===== src/rtl/amba3_axi2apb_bridge_pkg.sv =====
// Shared types for the AXI3-to-APB3 bridge.
//   burst_type_t   : AXI burst encodings (FIXED/INCR/WRAP/reserved)
//   resp_type_t    : AXI response encodings
//   bridge_state_t : bridge sequencing states
//   WORD_BYTES     : bytes per beat (32-bit data path)
package amba3_axi2apb_bridge_pkg;

    localparam int unsigned WORD_BYTES = 4;

    typedef enum logic [1:0] {
        BURST_FIXED = 2'b00,
        BURST_INCR  = 2'b01,
        BURST_WRAP  = 2'b10,
        BURST_RSVD  = 2'b11
    } burst_type_t;

    typedef enum logic [1:0] {
        RESP_OKAY   = 2'b00,
        RESP_EXOKAY = 2'b01,
        RESP_SLVERR = 2'b10,
        RESP_DECERR = 2'b11
    } resp_type_t;

    typedef enum logic [2:0] {
        ST_IDLE,
        ST_WDATA,
        ST_SETUP,
        ST_ACCESS,
        ST_BRESP,
        ST_RDATA
    } bridge_state_t;

endpackage


===== src/rtl/amba3_axi2apb_bridge_if.sv =====
// Bus bundle between an AXI3 master, the bridge and an APB3 slave.
//   slave  modport : the bridge's view (AXI slave side + APB master side)
//   master modport : the environment's view (AXI master + APB slave completion)
// Signals: AW/W/B/AR/R channels (no wid), APB paddr/psel/penable/pwrite/pwdata,
// prdata/pready/pslverr.
interface amba3_axi2apb_bridge_if #(
    parameter int unsigned ADDR_W = 32,
    parameter int unsigned ID_W   = 4
);
    logic [ID_W-1:0]   awid;
    logic [ADDR_W-1:0] awaddr;
    logic [3:0]        awlen;
    logic [2:0]        awsize;
    logic [1:0]        awburst;
    logic              awvalid;
    logic              awready;
    logic [31:0]       wdata;
    logic [3:0]        wstrb;
    logic              wlast;
    logic              wvalid;
    logic              wready;
    logic [ID_W-1:0]   bid;
    logic [1:0]        bresp;
    logic              bvalid;
    logic              bready;
    logic [ID_W-1:0]   arid;
    logic [ADDR_W-1:0] araddr;
    logic [3:0]        arlen;
    logic [2:0]        arsize;
    logic [1:0]        arburst;
    logic              arvalid;
    logic              arready;
    logic [ID_W-1:0]   rid;
    logic [31:0]       rdata;
    logic [1:0]        rresp;
    logic              rlast;
    logic              rvalid;
    logic              rready;
    logic [ADDR_W-1:0] paddr;
    logic              psel;
    logic              penable;
    logic              pwrite;
    logic [31:0]       pwdata;
    logic [31:0]       prdata;
    logic              pready;
    logic              pslverr;

    modport slave (
        input  awid, awaddr, awlen, awsize, awburst, awvalid,
        input  wdata, wstrb, wlast, wvalid,
        input  bready,
        input  arid, araddr, arlen, arsize, arburst, arvalid,
        input  rready,
        input  prdata, pready, pslverr,
        output awready, wready, bid, bresp, bvalid, arready,
        output rid, rdata, rresp, rlast, rvalid,
        output paddr, psel, penable, pwrite, pwdata
    );

    modport master (
        output awid, awaddr, awlen, awsize, awburst, awvalid,
        output wdata, wstrb, wlast, wvalid,
        output bready,
        output arid, araddr, arlen, arsize, arburst, arvalid,
        output rready,
        output prdata, pready, pslverr,
        input  awready, wready, bid, bresp, bvalid, arready,
        input  rid, rdata, rresp, rlast, rvalid,
        input  paddr, psel, penable, pwrite, pwdata
    );
endinterface


===== src/rtl/amba3_axi2apb_addr_gen.sv =====
// Next-beat address for an AXI burst.
//   addr      : current word-aligned beat address
//   len       : burst length minus one
//   burst     : burst type
//   next_addr : address of the following beat
// WRAP with len other than 1/3/7/15 advances like INCR.
module amba3_axi2apb_addr_gen
    import amba3_axi2apb_bridge_pkg::*;
#(
    parameter int unsigned ADDR_W = 32
) (
    input  logic [ADDR_W-1:0] addr,
    input  logic [3:0]        len,
    input  burst_type_t       burst,
    output logic [ADDR_W-1:0] next_addr
);
    logic [ADDR_W-1:0] incr;
    logic [ADDR_W-1:0] mask;
    logic              wrap_ok;

    always_comb begin
        incr      = addr + ADDR_W'(WORD_BYTES);
        // Wrap window is (len+1)*4 bytes; mask selects the offset inside it.
        mask      = ADDR_W'({len, 2'b11});
        wrap_ok   = (len == 4'd1) || (len == 4'd3) || (len == 4'd7) || (len == 4'd15);
        next_addr = incr;
        case (burst)
            BURST_FIXED: next_addr = addr;
            BURST_WRAP:  if (wrap_ok) next_addr = (addr & ~mask) | (incr & mask);
            default:     next_addr = incr;
        endcase
    end
endmodule


===== src/rtl/amba3_axi2apb_bridge.sv =====
// AXI3 slave to APB3 master bridge: one APB SETUP+ACCESS transfer per AXI beat,
// one transaction outstanding, reads and writes alternate under contention.
//   aclk   : clock for both sides
//   areset : asynchronous active-high reset
//   bus    : AXI channels + APB request/completion (slave modport)
// Optional: define AMBA3_AXI2APB_TIMEOUT_EN to bound ACCESS to TIMEOUT cycles;
// a timed-out transfer completes with SLVERR (and zero read data).
module amba3_axi2apb_bridge
    import amba3_axi2apb_bridge_pkg::*;
#(
    parameter int unsigned ADDR_W  = 32,
    parameter int unsigned ID_W    = 4,
    parameter int unsigned TIMEOUT = 256
) (
    input  logic                 aclk,
    input  logic                 areset,
    amba3_axi2apb_bridge_if.slave bus
);
    bridge_state_t     state;
    logic              prio_w;
    logic [ID_W-1:0]   id;
    logic [ADDR_W-1:0] addr;
    logic [ADDR_W-1:0] next_addr;
    logic [3:0]        len;
    logic [3:0]        beats_left;
    burst_type_t       burst;
    logic              err;
    logic              rsvd;
    logic              aw_hs;
    logic              ar_hs;
    logic              access_done;
    logic              slverr_eff;
    logic [31:0]       rdata_eff;

    assign bus.awready = (state == ST_IDLE) & (prio_w | ~bus.arvalid);
    assign bus.arready = (state == ST_IDLE) & ~(bus.awvalid & bus.awready);
    assign bus.wready  = (state == ST_WDATA);
    assign aw_hs       = bus.awvalid & bus.awready;
    assign ar_hs       = bus.arvalid & bus.arready;
    assign rsvd        = (burst == BURST_RSVD);

    amba3_axi2apb_addr_gen #(.ADDR_W(ADDR_W)) u_addr_gen (
        .addr      (addr),
        .len       (len),
        .burst     (burst),
        .next_addr (next_addr)
    );

`ifdef AMBA3_AXI2APB_TIMEOUT_EN
    localparam int unsigned TCNT_W = $clog2(TIMEOUT + 1);
    logic [TCNT_W-1:0] tcnt;
    logic              timed_out;

    assign timed_out   = (state == ST_ACCESS) && !bus.pready && (tcnt == TCNT_W'(TIMEOUT - 1));
    assign access_done = bus.pready | timed_out;
    assign slverr_eff  = bus.pslverr | timed_out;
    assign rdata_eff   = timed_out ? '0 : bus.prdata;

    always_ff @(posedge aclk or posedge areset) begin
        if (areset) tcnt <= '0;
        else if (state == ST_ACCESS && !access_done) tcnt <= tcnt + 1'b1;
        else tcnt <= '0;
    end
`else
    assign access_done = bus.pready;
    assign slverr_eff  = bus.pslverr;
    assign rdata_eff   = bus.prdata;
`endif

    always_ff @(posedge aclk or posedge areset) begin
        if (areset) begin
            state       <= ST_IDLE;
            prio_w      <= 1'b1;
            id          <= '0;
            addr        <= '0;
            len         <= '0;
            burst       <= BURST_FIXED;
            beats_left  <= '0;
            err         <= 1'b0;
            bus.paddr   <= '0;
            bus.psel    <= 1'b0;
            bus.penable <= 1'b0;
            bus.pwrite  <= 1'b0;
            bus.pwdata  <= '0;
            bus.bid     <= '0;
            bus.bresp   <= RESP_OKAY;
            bus.bvalid  <= 1'b0;
            bus.rid     <= '0;
            bus.rdata   <= '0;
            bus.rresp   <= RESP_OKAY;
            bus.rlast   <= 1'b0;
            bus.rvalid  <= 1'b0;
        end else begin
            case (state)
                ST_IDLE: begin
                    if (aw_hs) begin
                        id         <= bus.awid;
                        addr       <= {bus.awaddr[ADDR_W-1:2], 2'b00};
                        len        <= bus.awlen;
                        burst      <= burst_type_t'(bus.awburst);
                        beats_left <= bus.awlen;
                        err        <= 1'b0;
                        prio_w     <= ~prio_w;
                        bus.pwrite <= 1'b1;
                        state      <= ST_WDATA;
                    end else if (ar_hs) begin
                        id         <= bus.arid;
                        addr       <= {bus.araddr[ADDR_W-1:2], 2'b00};
                        len        <= bus.arlen;
                        burst      <= burst_type_t'(bus.arburst);
                        beats_left <= bus.arlen;
                        prio_w     <= ~prio_w;
                        bus.pwrite <= 1'b0;
                        if (burst_type_t'(bus.arburst) == BURST_RSVD) begin
                            // Reserved burst: answer every beat with SLVERR, no APB access.
                            bus.rid    <= bus.arid;
                            bus.rdata  <= '0;
                            bus.rresp  <= RESP_SLVERR;
                            bus.rlast  <= (bus.arlen == 4'd0);
                            bus.rvalid <= 1'b1;
                            state      <= ST_RDATA;
                        end else begin
                            bus.paddr <= {bus.araddr[ADDR_W-1:2], 2'b00};
                            bus.psel  <= 1'b1;
                            state     <= ST_SETUP;
                        end
                    end
                end
                ST_WDATA: begin
                    if (bus.wvalid) begin
                        if (rsvd || bus.wstrb == 4'b0000) begin
                            // Beat consumed without an APB transfer.
                            addr <= next_addr;
                            if (rsvd) err <= 1'b1;
                            if (beats_left == 4'd0) begin
                                bus.bid    <= id;
                                bus.bresp  <= (err || rsvd) ? RESP_SLVERR : RESP_OKAY;
                                bus.bvalid <= 1'b1;
                                state      <= ST_BRESP;
                            end else begin
                                beats_left <= beats_left - 4'd1;
                            end
                        end else begin
                            bus.paddr  <= addr;
                            bus.pwdata <= bus.wdata;
                            bus.psel   <= 1'b1;
                            state      <= ST_SETUP;
                        end
                    end
                end
                ST_SETUP: begin
                    bus.penable <= 1'b1;
                    state       <= ST_ACCESS;
                end
                ST_ACCESS: begin
                    if (access_done) begin
                        bus.psel    <= 1'b0;
                        bus.penable <= 1'b0;
                        addr        <= next_addr;
                        if (bus.pwrite) begin
                            err <= err | slverr_eff;
                            if (beats_left == 4'd0) begin
                                bus.bid    <= id;
                                bus.bresp  <= (err || slverr_eff) ? RESP_SLVERR : RESP_OKAY;
                                bus.bvalid <= 1'b1;
                                state      <= ST_BRESP;
                            end else begin
                                beats_left <= beats_left - 4'd1;
                                state      <= ST_WDATA;
                            end
                        end else begin
                            bus.rid    <= id;
                            bus.rdata  <= rdata_eff;
                            bus.rresp  <= slverr_eff ? RESP_SLVERR : RESP_OKAY;
                            bus.rlast  <= (beats_left == 4'd0);
                            bus.rvalid <= 1'b1;
                            state      <= ST_RDATA;
                        end
                    end
                end
                ST_RDATA: begin
                    if (bus.rready) begin
                        bus.rvalid <= 1'b0;
                        bus.rlast  <= 1'b0;
                        if (beats_left == 4'd0) begin
                            state <= ST_IDLE;
                        end else begin
                            beats_left <= beats_left - 4'd1;
                            if (rsvd) begin
                                bus.rvalid <= 1'b1;
                                bus.rlast  <= (beats_left == 4'd1);
                            end else begin
                                bus.paddr <= addr;
                                bus.psel  <= 1'b1;
                                state     <= ST_SETUP;
                            end
                        end
                    end
                end
                ST_BRESP: begin
                    if (bus.bready) begin
                        bus.bvalid <= 1'b0;
                        state      <= ST_IDLE;
                    end
                end
                default: state <= ST_IDLE;
            endcase
        end
    end
endmodule

===== src/flat_wrapper.sv =====
// flat-port wrapper written by rule: the top's interface ports become plain ports
module amba3_axi2apb_bridge_flat import amba3_axi2apb_bridge_pkg::*;
#(
    parameter int unsigned ADDR_W  = 32,
    parameter int unsigned ID_W    = 4,
    parameter int unsigned TIMEOUT = 256
)
  (aclk, areset, bus_awid, bus_awaddr, bus_awlen, bus_awsize, bus_awburst, bus_awvalid, bus_wdata, bus_wstrb, bus_wlast, bus_wvalid, bus_bready, bus_arid, bus_araddr, bus_arlen, bus_arsize, bus_arburst, bus_arvalid, bus_rready, bus_prdata, bus_pready, bus_pslverr, bus_awready, bus_wready, bus_bid, bus_bresp, bus_bvalid, bus_arready, bus_rid, bus_rdata, bus_rresp, bus_rlast, bus_rvalid, bus_paddr, bus_psel, bus_penable, bus_pwrite, bus_pwdata);
  amba3_axi2apb_bridge_if #(.ADDR_W(ADDR_W), .ID_W(ID_W)) bus_i ();
  input  logic aclk;
  input  logic areset;
  input wire logic [$bits(bus_i.awid)-1:0] bus_awid;
  input wire logic [$bits(bus_i.awaddr)-1:0] bus_awaddr;
  input wire logic [$bits(bus_i.awlen)-1:0] bus_awlen;
  input wire logic [$bits(bus_i.awsize)-1:0] bus_awsize;
  input wire logic [$bits(bus_i.awburst)-1:0] bus_awburst;
  input wire logic [$bits(bus_i.awvalid)-1:0] bus_awvalid;
  input wire logic [$bits(bus_i.wdata)-1:0] bus_wdata;
  input wire logic [$bits(bus_i.wstrb)-1:0] bus_wstrb;
  input wire logic [$bits(bus_i.wlast)-1:0] bus_wlast;
  input wire logic [$bits(bus_i.wvalid)-1:0] bus_wvalid;
  input wire logic [$bits(bus_i.bready)-1:0] bus_bready;
  input wire logic [$bits(bus_i.arid)-1:0] bus_arid;
  input wire logic [$bits(bus_i.araddr)-1:0] bus_araddr;
  input wire logic [$bits(bus_i.arlen)-1:0] bus_arlen;
  input wire logic [$bits(bus_i.arsize)-1:0] bus_arsize;
  input wire logic [$bits(bus_i.arburst)-1:0] bus_arburst;
  input wire logic [$bits(bus_i.arvalid)-1:0] bus_arvalid;
  input wire logic [$bits(bus_i.rready)-1:0] bus_rready;
  input wire logic [$bits(bus_i.prdata)-1:0] bus_prdata;
  input wire logic [$bits(bus_i.pready)-1:0] bus_pready;
  input wire logic [$bits(bus_i.pslverr)-1:0] bus_pslverr;
  output wire logic [$bits(bus_i.awready)-1:0] bus_awready;
  output wire logic [$bits(bus_i.wready)-1:0] bus_wready;
  output wire logic [$bits(bus_i.bid)-1:0] bus_bid;
  output wire logic [$bits(bus_i.bresp)-1:0] bus_bresp;
  output wire logic [$bits(bus_i.bvalid)-1:0] bus_bvalid;
  output wire logic [$bits(bus_i.arready)-1:0] bus_arready;
  output wire logic [$bits(bus_i.rid)-1:0] bus_rid;
  output wire logic [$bits(bus_i.rdata)-1:0] bus_rdata;
  output wire logic [$bits(bus_i.rresp)-1:0] bus_rresp;
  output wire logic [$bits(bus_i.rlast)-1:0] bus_rlast;
  output wire logic [$bits(bus_i.rvalid)-1:0] bus_rvalid;
  output wire logic [$bits(bus_i.paddr)-1:0] bus_paddr;
  output wire logic [$bits(bus_i.psel)-1:0] bus_psel;
  output wire logic [$bits(bus_i.penable)-1:0] bus_penable;
  output wire logic [$bits(bus_i.pwrite)-1:0] bus_pwrite;
  output wire logic [$bits(bus_i.pwdata)-1:0] bus_pwdata;
  assign bus_i.awid = bus_awid;
  assign bus_i.awaddr = bus_awaddr;
  assign bus_i.awlen = bus_awlen;
  assign bus_i.awsize = bus_awsize;
  assign bus_i.awburst = bus_awburst;
  assign bus_i.awvalid = bus_awvalid;
  assign bus_i.wdata = bus_wdata;
  assign bus_i.wstrb = bus_wstrb;
  assign bus_i.wlast = bus_wlast;
  assign bus_i.wvalid = bus_wvalid;
  assign bus_i.bready = bus_bready;
  assign bus_i.arid = bus_arid;
  assign bus_i.araddr = bus_araddr;
  assign bus_i.arlen = bus_arlen;
  assign bus_i.arsize = bus_arsize;
  assign bus_i.arburst = bus_arburst;
  assign bus_i.arvalid = bus_arvalid;
  assign bus_i.rready = bus_rready;
  assign bus_i.prdata = bus_prdata;
  assign bus_i.pready = bus_pready;
  assign bus_i.pslverr = bus_pslverr;
  assign bus_awready = bus_i.awready;
  assign bus_wready = bus_i.wready;
  assign bus_bid = bus_i.bid;
  assign bus_bresp = bus_i.bresp;
  assign bus_bvalid = bus_i.bvalid;
  assign bus_arready = bus_i.arready;
  assign bus_rid = bus_i.rid;
  assign bus_rdata = bus_i.rdata;
  assign bus_rresp = bus_i.rresp;
  assign bus_rlast = bus_i.rlast;
  assign bus_rvalid = bus_i.rvalid;
  assign bus_paddr = bus_i.paddr;
  assign bus_psel = bus_i.psel;
  assign bus_penable = bus_i.penable;
  assign bus_pwrite = bus_i.pwrite;
  assign bus_pwdata = bus_i.pwdata;
  amba3_axi2apb_bridge #(.ADDR_W(ADDR_W), .ID_W(ID_W), .TIMEOUT(TIMEOUT)) u_core (.aclk(aclk), .areset(areset), .bus(bus_i));
endmodule

===== config.mk =====
export PLATFORM = sky130hd
export DESIGN_NAME = amba3_axi2apb_bridge_flat
export DESIGN_NICKNAME = d
export VERILOG_FILES = /design/src/rtl/amba3_axi2apb_bridge_pkg.sv /design/src/rtl/amba3_axi2apb_bridge_if.sv /design/src/rtl/amba3_axi2apb_addr_gen.sv /design/src/rtl/amba3_axi2apb_bridge.sv /design/src/flat_wrapper.sv
export SDC_FILE = /design/constraint.sdc
export NUM_CORES = 1
export LEC_CHECK = 0
export BUFFER_PORTS_ARGS = -buffer_cell sky130_fd_sc_hd__buf_2
export CAP_MARGIN = 20
export CORE_MARGIN = 5
export CORE_UTILIZATION = 40
export CTS_CLUSTER_SIZE = 10
export DETAILED_ROUTE_END_ITERATION = 8
export MAX_ROUTING_LAYER = met4
export PLACE_DENSITY_LB_ADDON = 0.2
export SLEW_MARGIN = 10
export SYNTH_ARGS = -nofsm -noshare
export SYNTH_HDL_FRONTEND = slang
export SYNTH_HIERARCHICAL = 1
export SYNTH_SLANG_ARGS = --single-unit

===== constraint.sdc =====
create_clock -name aclk -period 6.8 [get_ports aclk]
set_input_delay 0.68 -clock aclk [delete_from_list [all_inputs] [get_ports aclk]]
set_output_delay 0.68 -clock aclk [all_outputs]
set_load 0.1 [all_outputs]

==> results of run 1 <==
metal layers:
layer  vias to the layer above  share of wire, %  routed length [µm]  global-route usage, %
met2                       239                46               11410                  30.35
met4                         0               1.2                 294                  4.459
met3                        17               7.8                1932                  6.886
met5                         -                 0                   0                      -
li1                       3548                 -                   -                      -
met1                      3421                45               11030                  25.81
metrics by stage:
step / util, % / cell area, µm² / cells / setup WS (ns)
floorplan: - / 8915 / 886 / 1.717
global placement: 47.54 / 10410 / 1388 / 3.437
detailed placement: 47.54 / 10410 / 1388 / 3.427
CTS: 50.33 / 11020 / 1420 / 3.402
global route: 50.45 / 11040 / 1424 / 3.175
finish: 50.47 / 11050 / 1426 / 3.430
cell type report:
cell class / count / area share (%)
antenna: 5 / 0.1132
clock buffer: 17 / 3.850
clock inverter: 15 / 1.676
inverter: 11 / 0.4190
multi-input combinational: 654 / 40.78
sequential: 163 / 36.93
tap: 280 / 3.171
timing repair buffer: 281 / 13.07
critical path, stage by stage (launching register included):
cell	delay (ns)
dfrtp_1	0.69
nor2b_4	0.93
a2bb2oi_2	0.18
nor2_1	0.23
nor4bb_4	0.22
buf_4	0.58
mux2_2	0.40
cell usage in the layout, fill, tap and decap left out, types with 3 or more instances in the layout:
cell type / synthesis / routed
a21oi_1: 6 / 6
a22o_1: 5 / 5
and3_1: 6 / 6
and4_2: 3 / 3
buf_2: 15 / 271
buf_4: 6 / 9
clkbuf_16: 0 / 17
clkinv_4: 0 / 3
clkinv_8: 0 / 3
dfrtp_1: 162 / 162
diode_2: 0 / 5
ha_1: 3 / 3
inv_1: 11 / 10
inv_6: 0 / 5
inv_8: 0 / 4
mux2_2: 56 / 56
mux2_4: 45 / 45
mux2i_1: 44 / 44
nand2_1: 233 / 233
nand2b_1: 5 / 5
nand3_1: 12 / 12
nand4_1: 8 / 8
nor2_1: 17 / 17
nor2b_1: 6 / 4
nor3_1: 11 / 11
nor4_1: 12 / 12
o21a_1: 3 / 3
o21ai_0: 86 / 85
o21ai_1: 4 / 5
or3_1: 4 / 4
xnor2_1: 7 / 7
xor2_1: 23 / 23
kinds of logic after synthesis:
group	synth area share (%)
AO/OA/AOI/OAI	9.029
XOR/XNOR	2.949
adder cells (fa/ha/maj)	0.4213
buffers and inverters	4.058
flip-flops	45.79
multiplexers	19.85
other	0.04208
AND/OR/NAND/NOR	17.86
worst paths after layout:
| path | startpoint | end | slack (ns) | depth (start not counted) |
|---|---|---|---|---|
| max | u_core/state[0] | u_core/bus.paddr[29] | 3.43 | 6 |
| min | areset | u_core/bus.pwdata[11] | 0.40 | 2 |
| max reg2reg | u_core/state[0] | u_core/bus.paddr[29] | 3.43 | 6 |
| min reg2reg | u_core/bus.rdata[12] | u_core/bus.rdata[12] | 0.48 | 2 |
| max in group asynchronous | areset | u_core/err | 4.86 | 3 |
| min in group aclk | u_core/bus.rdata[12] | u_core/bus.rdata[12] | 0.48 | 2 |
registers in the layout (all words and copies together) (netlist names), 2 cells and up:
signal             cells
u_core/bus.rdata      32
u_core/bus.pwdata     32
u_core/addr           32
u_core/beats_left      4
u_core/id              4
u_core/bus.rid         4
u_core/burst           2
u_core/bus.paddr      32
u_core/bus.bid         4
u_core/len             4
u_core/state           3
==> run_results.csv, run 1 <==
group,metric,value,unit
synth,synthDistinctLibCells,76,
cts,clock_latency,0.42,ns
setup_path,timing.critical_path.fanout_max,35,
cts,cts_made_buffers,17,
detailed_routing,drtPass1Iterations,5,
die,io_pins,285,
global_route,grt_first_pass_wirelength,40010,µm
synth,synthTopCellsByCount,"233 x nand2_1, 162 x dfrtp_1, 86 x o21ai_0",
timing,worst_slew_pin_slew,1.015,ns
detailed_routing,via_per_inst,5.067,
synth,synth_top_cell_by_area,"dfrtp_1",
cells_and_area,n_fill_cell,2094,
detailed_routing,num_vias,7225,
status,outcome,"finished clean",
cells_and_area,multi_input_area,4506,µm²
die,dieArea,25360,µm²
cells_and_area,nets,1299,
cts,ctsHoldBuffers,0,
cts,max-clock-path-buffers,2,
detailed_routing,drc_errors,0,
die,die_h,159.3,µm
timing,finalSetupViolCount,0,
detailed_routing,wl_per_cell,17.30,µm
detailed_routing,wl,24670,µm
synth,synth_top_area_share,45.49,%
setup_path,cp_data_arrival_time,3.67,ns
die,dieWidth,159.3,µm
timing,period_share,49.56,%
cts,post-cts-setup-buffers,0,
synth,ys_ff_latch,163,
global_route,grt_usage,19.91,%
cells_and_area,drive_above_1_share,38.83,%
timing,rsz0062_at_grt,"false",
detailed_routing,drt_iter0_drc,289,
synth,yosysWarnings,6,
global_route,grt_pass1_vias,7389,
timing,period_minus_slack,3.370,ns
timing,tns,0,ns
timing,finalMaxSlewViolations,0,
timing,finalHoldViolations,0,
synth,async_flop_share,100.0,%
synth,syn-cell-area,8911,µm²
cells_and_area,area_growth,24.00,%
cts,h-tree-depth,4,
cts,root_buffer,"clkbuf_16",
cts,cts_sinks,163,
synth,synth_cells,885,
global_route,grt_antenna_before_repair,3,
cts,ctsResizeCount,0,
detailed_routing,ant_nets,0,
die,core,21890,µm²
placed_design,numPortBuffers,271,
global_route,grt.overflow.total,0,
placed_design,gp_congestion,0.8356,
die,initial_core_util,40.71,%
synth,yosysMostFrequentCell,"nand2_1",
cells_and_area,regArea,4080,µm²
hold_path,hp-class,"in -> async",
cts,clk_pin_slew_worst_paths,0.08,ns
synth,syn_avg_cell_area,10.07,µm²
global_route,grt_max_degree,91,
die,rows,54,
placed_design,hpwl,17420,µm
cts,cts_tree,"done",
synth,synth-edff-count,0,
synth,synth_area_leaders,"dfrtp_1 45%, nand2_1 9.8%, mux2_4 7.6%, mux2_2 7.1%, mux2i_1 4.9%",
setup_path,endpoint_kind,"flip-flop",
synth,ys.flop_type,"dfrtp_1",
setup_path,timing.critical_path.from_type,"flip-flop",
timing,timing.hold.ws,0.4001,ns
timing,clock.fmax,296.7,MHz
synth,yosysSeqAreaShare,45.79,%
run,cap_violations,0,
timing,max_slew_margin,32.18,%
setup_path,cp.required,7.10,ns
timing,finClkSkew,0.01180,ns
setup_path,critPathKind,"reg -> reg",
Power of run 1 is left out: the tool's default activity adds up to more than one toggle a clock period on the data nets, which glitch-free logic cannot reach.
==> run 2, diff against run 1 <==
--- a/config.mk
+++ b/config.mk
@@ -5,6 +5,7 @@
 export SDC_FILE = /design/constraint.sdc
 export NUM_CORES = 1
 export LEC_CHECK = 0
+export ABC_AREA = 1
 export BUFFER_PORTS_ARGS = -buffer_cell sky130_fd_sc_hd__buf_2
 export CAP_MARGIN = 20
 export CORE_MARGIN = 5
==> constraint.sdc (replaced) <==
create_clock -name aclk -period 3.1 [get_ports aclk]
set_input_delay 0.31 -clock aclk [delete_from_list [all_inputs] [get_ports aclk]]
set_output_delay 0.31 -clock aclk [all_outputs]
set_load 0.1 [all_outputs]
==> run_results.csv, run 2 <==
group,metric,value,unit
setup_path,startpoint,"u_core/state[1]",
synth,synthTopCellsByCount,"670 x nand2_1, 162 x dfrtp_1, 129 x nand3_1",
timing,worst_slew_pin_slew,1.036,ns
synth,syn-cell-area,10190,µm²
timing,finalHoldViolations,0,
die,io_pins,285,
die,dieArea,28770,µm²
detailed_routing,drc_errors,0,
synth,synthDistinctLibCells,45,
placed_design,gp_congestion,0.9334,
die,die_h,169.6,µm
placed_design,numPortBuffers,271,
cts,clock_latency,0.43,ns
setup_path,endpoint_kind,"flip-flop",
cells_and_area,mostFrequentLayoutCells,"669 x nand2_1, 271 x buf_2, 162 x dfrtp_1",
cts,post-cts-setup-buffers,0,
cts,clk_pin_slew_worst_paths,0.08,ns
global_route,grt_max_degree,79,
timing,max_slew_margin,30.85,%
placed_design,hpwl,26030,µm
cts,cts_tree,"done",
cells_and_area,area_growth,21.82,%
detailed_routing,ant_nets,0,
setup_path,r2r_start,"u_core/state[1]",
synth,synth_cells,1524,
setup_path,cp.required,3.41,ns
detailed_routing,drtPass1Iterations,5,
global_route,grt_usage,24.50,%
cts,root_buffer,"clkbuf_16",
timing,tns,0,ns
cts,cts_made_buffers,17,
detailed_routing,num_vias,10560,
die,dieWidth,169.6,µm
setup_path,timing.critical_path.from_type,"flip-flop",
setup_path,critPathKind,"reg -> reg",
die,core,25110,µm²
synth,async_flop_share,100.0,%
timing,rsz0062_at_grt,"false",
cts,max-clock-path-buffers,2,
global_route,grt.overflow.total,0,
setup_path,reg2reg_depth,8,
timing,finalMaxSlewViolations,0,
die,initial_core_util,40.58,%
timing,period_minus_slack,2.683,ns
setup_path,timing.critical_path.fanout_max,59,
placed_design,dp_slack,0.1909,ns
timing,finClkSkew,0.01683,ns
hold_path,hp-class,"in -> reg",
hold_path,min_from,"bus_wdata[26]",
cells_and_area,layout.cells.non_filler,2102,
synth,yosysWarnings,6,
synth,synth_area_leaders,"dfrtp_1 40%, nand2_1 25%, nand3_1 6.3%, inv_1 4.1%, nor2_1 3.4%",
synth,synth_top_cell_by_area,"dfrtp_1",
synth,ys.flop_type,"dfrtp_1",
detailed_routing,wl_per_cell,16.48,µm
synth,synth_top_area_share,39.78,%
run,cap_violations,0,
timing,period_share,86.54,%
synth,synth-edff-count,0,
placed_design,place_inst,2068,
synth,yosysSeqAreaShare,40.04,%
setup_path,cp_data_arrival_time,2.99,ns
detailed_routing,drt_iter0_drc,896,
cells_and_area,final_common_cell,"nand2_1",
global_route,grt_first_pass_wirelength,54710,µm
hold_path,min_path_cells,3,
timing,finalSetupViolCount,0,
cells_and_area,drive_above_1_share,21.29,%
die,rows,58,
timing,fin_ws,0.4172,ns
cts,h-tree-depth,4,
synth,syn_avg_cell_area,6.686,µm²
cells_and_area,nets,1929,
timing,timing.hold.ws,0.1089,ns
synth,yosysMostFrequentCell,"nand2_1",
synth,ys_ff_latch,163,
detailed_routing,via_per_inst,5.024,
detailed_routing,wl,34630,µm
global_route,grt_pass1_vias,10180,
status,outcome,"finished clean",
global_route,grt_antenna_before_repair,1,
timing,clock.fmax,372.7,MHz
cts,cts_sinks,163,
## run 2: changes by cell type after synthesis, sizes merged, moves of 19 or more
cell,change
inv,+114
nor2,+95
nand3,+119
xor2,-19
nand3b,+37
mux2,-103
nand2,+445
nand4,+31
mux2i,-44
## run 2: kinds of logic after synthesis
| group | share of synthesized area, % |
|---|---|
| adder cells (fa/ha/maj) | 0.3684 |
| buffers and inverters | 8.730 |
| XOR/XNOR | 0.4297 |
| other | 0.03680 |
| AND/OR/NAND/NOR | 43.21 |
| AO/OA/AOI/OAI | 7.183 |
| flip-flops | 40.04 |
## run 2: worst paths after layout
kind                                               to  slack, ns
worst max register to register   u_core/bus.rdata[24]       0.42
worst min register to register  u_core/bus.pwdata[27]       0.47
worst max-delay path             u_core/bus.rdata[24]       0.42
worst min-delay path            u_core/bus.pwdata[26]       0.11
max in group asynchronous               u_core/prio_w       1.95
min in group asynchronous        u_core/bus.paddr[25]       0.40
## run 2: critical path, stage by stage (launching register included)
cell and delay, ns:
dfrtp_1 0.65, nor2_8 0.07, nand2_2 0.14, nor2_1 0.09, nor2_4 0.72, nand2_2 0.41, buf_12 0.31, nand2_1 0.09
o21ai_0 0.07
## run 2: final cells by class
| cell class | count | area [µm²] |
|---|---|---|
| fillers | 2588 | 12700 |
| repair buffers | 293 | 1562 |
| multi-input cells | 1156 | 5241 |
| clock inverters | 15 | 209.0 |
| inverters | 127 | 480.5 |
| diodes | 1 | 2.502 |
| flip-flops and latches | 163 | 4080 |
| well taps | 330 | 412.9 |
| clock buffers | 17 | 425.4 |
## run 2: timing repair
action                                  in CTS  in global routing
hold buffers                                 1                  0
hold endpoints to repair                    10                  0
endpoints found under the setup margin       0                 31
resized for setup                            0                  1
## run 2: per-stage QoR
step,area (µm²),utilization [%]
2_1_floorplan,10200,-
3_3_place_gp,11760,46.83
3_5_place_dp,11760,46.83
4_1_cts,12400,49.40
5_1_grt,12410,49.44
6_report,12410,49.44
## run 2: layer usage
layer | wire length (µm) | track usage, % | share of wire [%] | vias up
li1 | - | - | - | 5303
met1 | 15050 | 31.59 | 43 | 4893
met2 | 16710 | 39.79 | 48 | 326
met3 | 2102 | 3.680 | 6.1 | 38
met4 | 767 | 7.980 | 2.2 | 0
met5 | 0 | - | 0 | -
Power of run 2 is left out for the same reason.
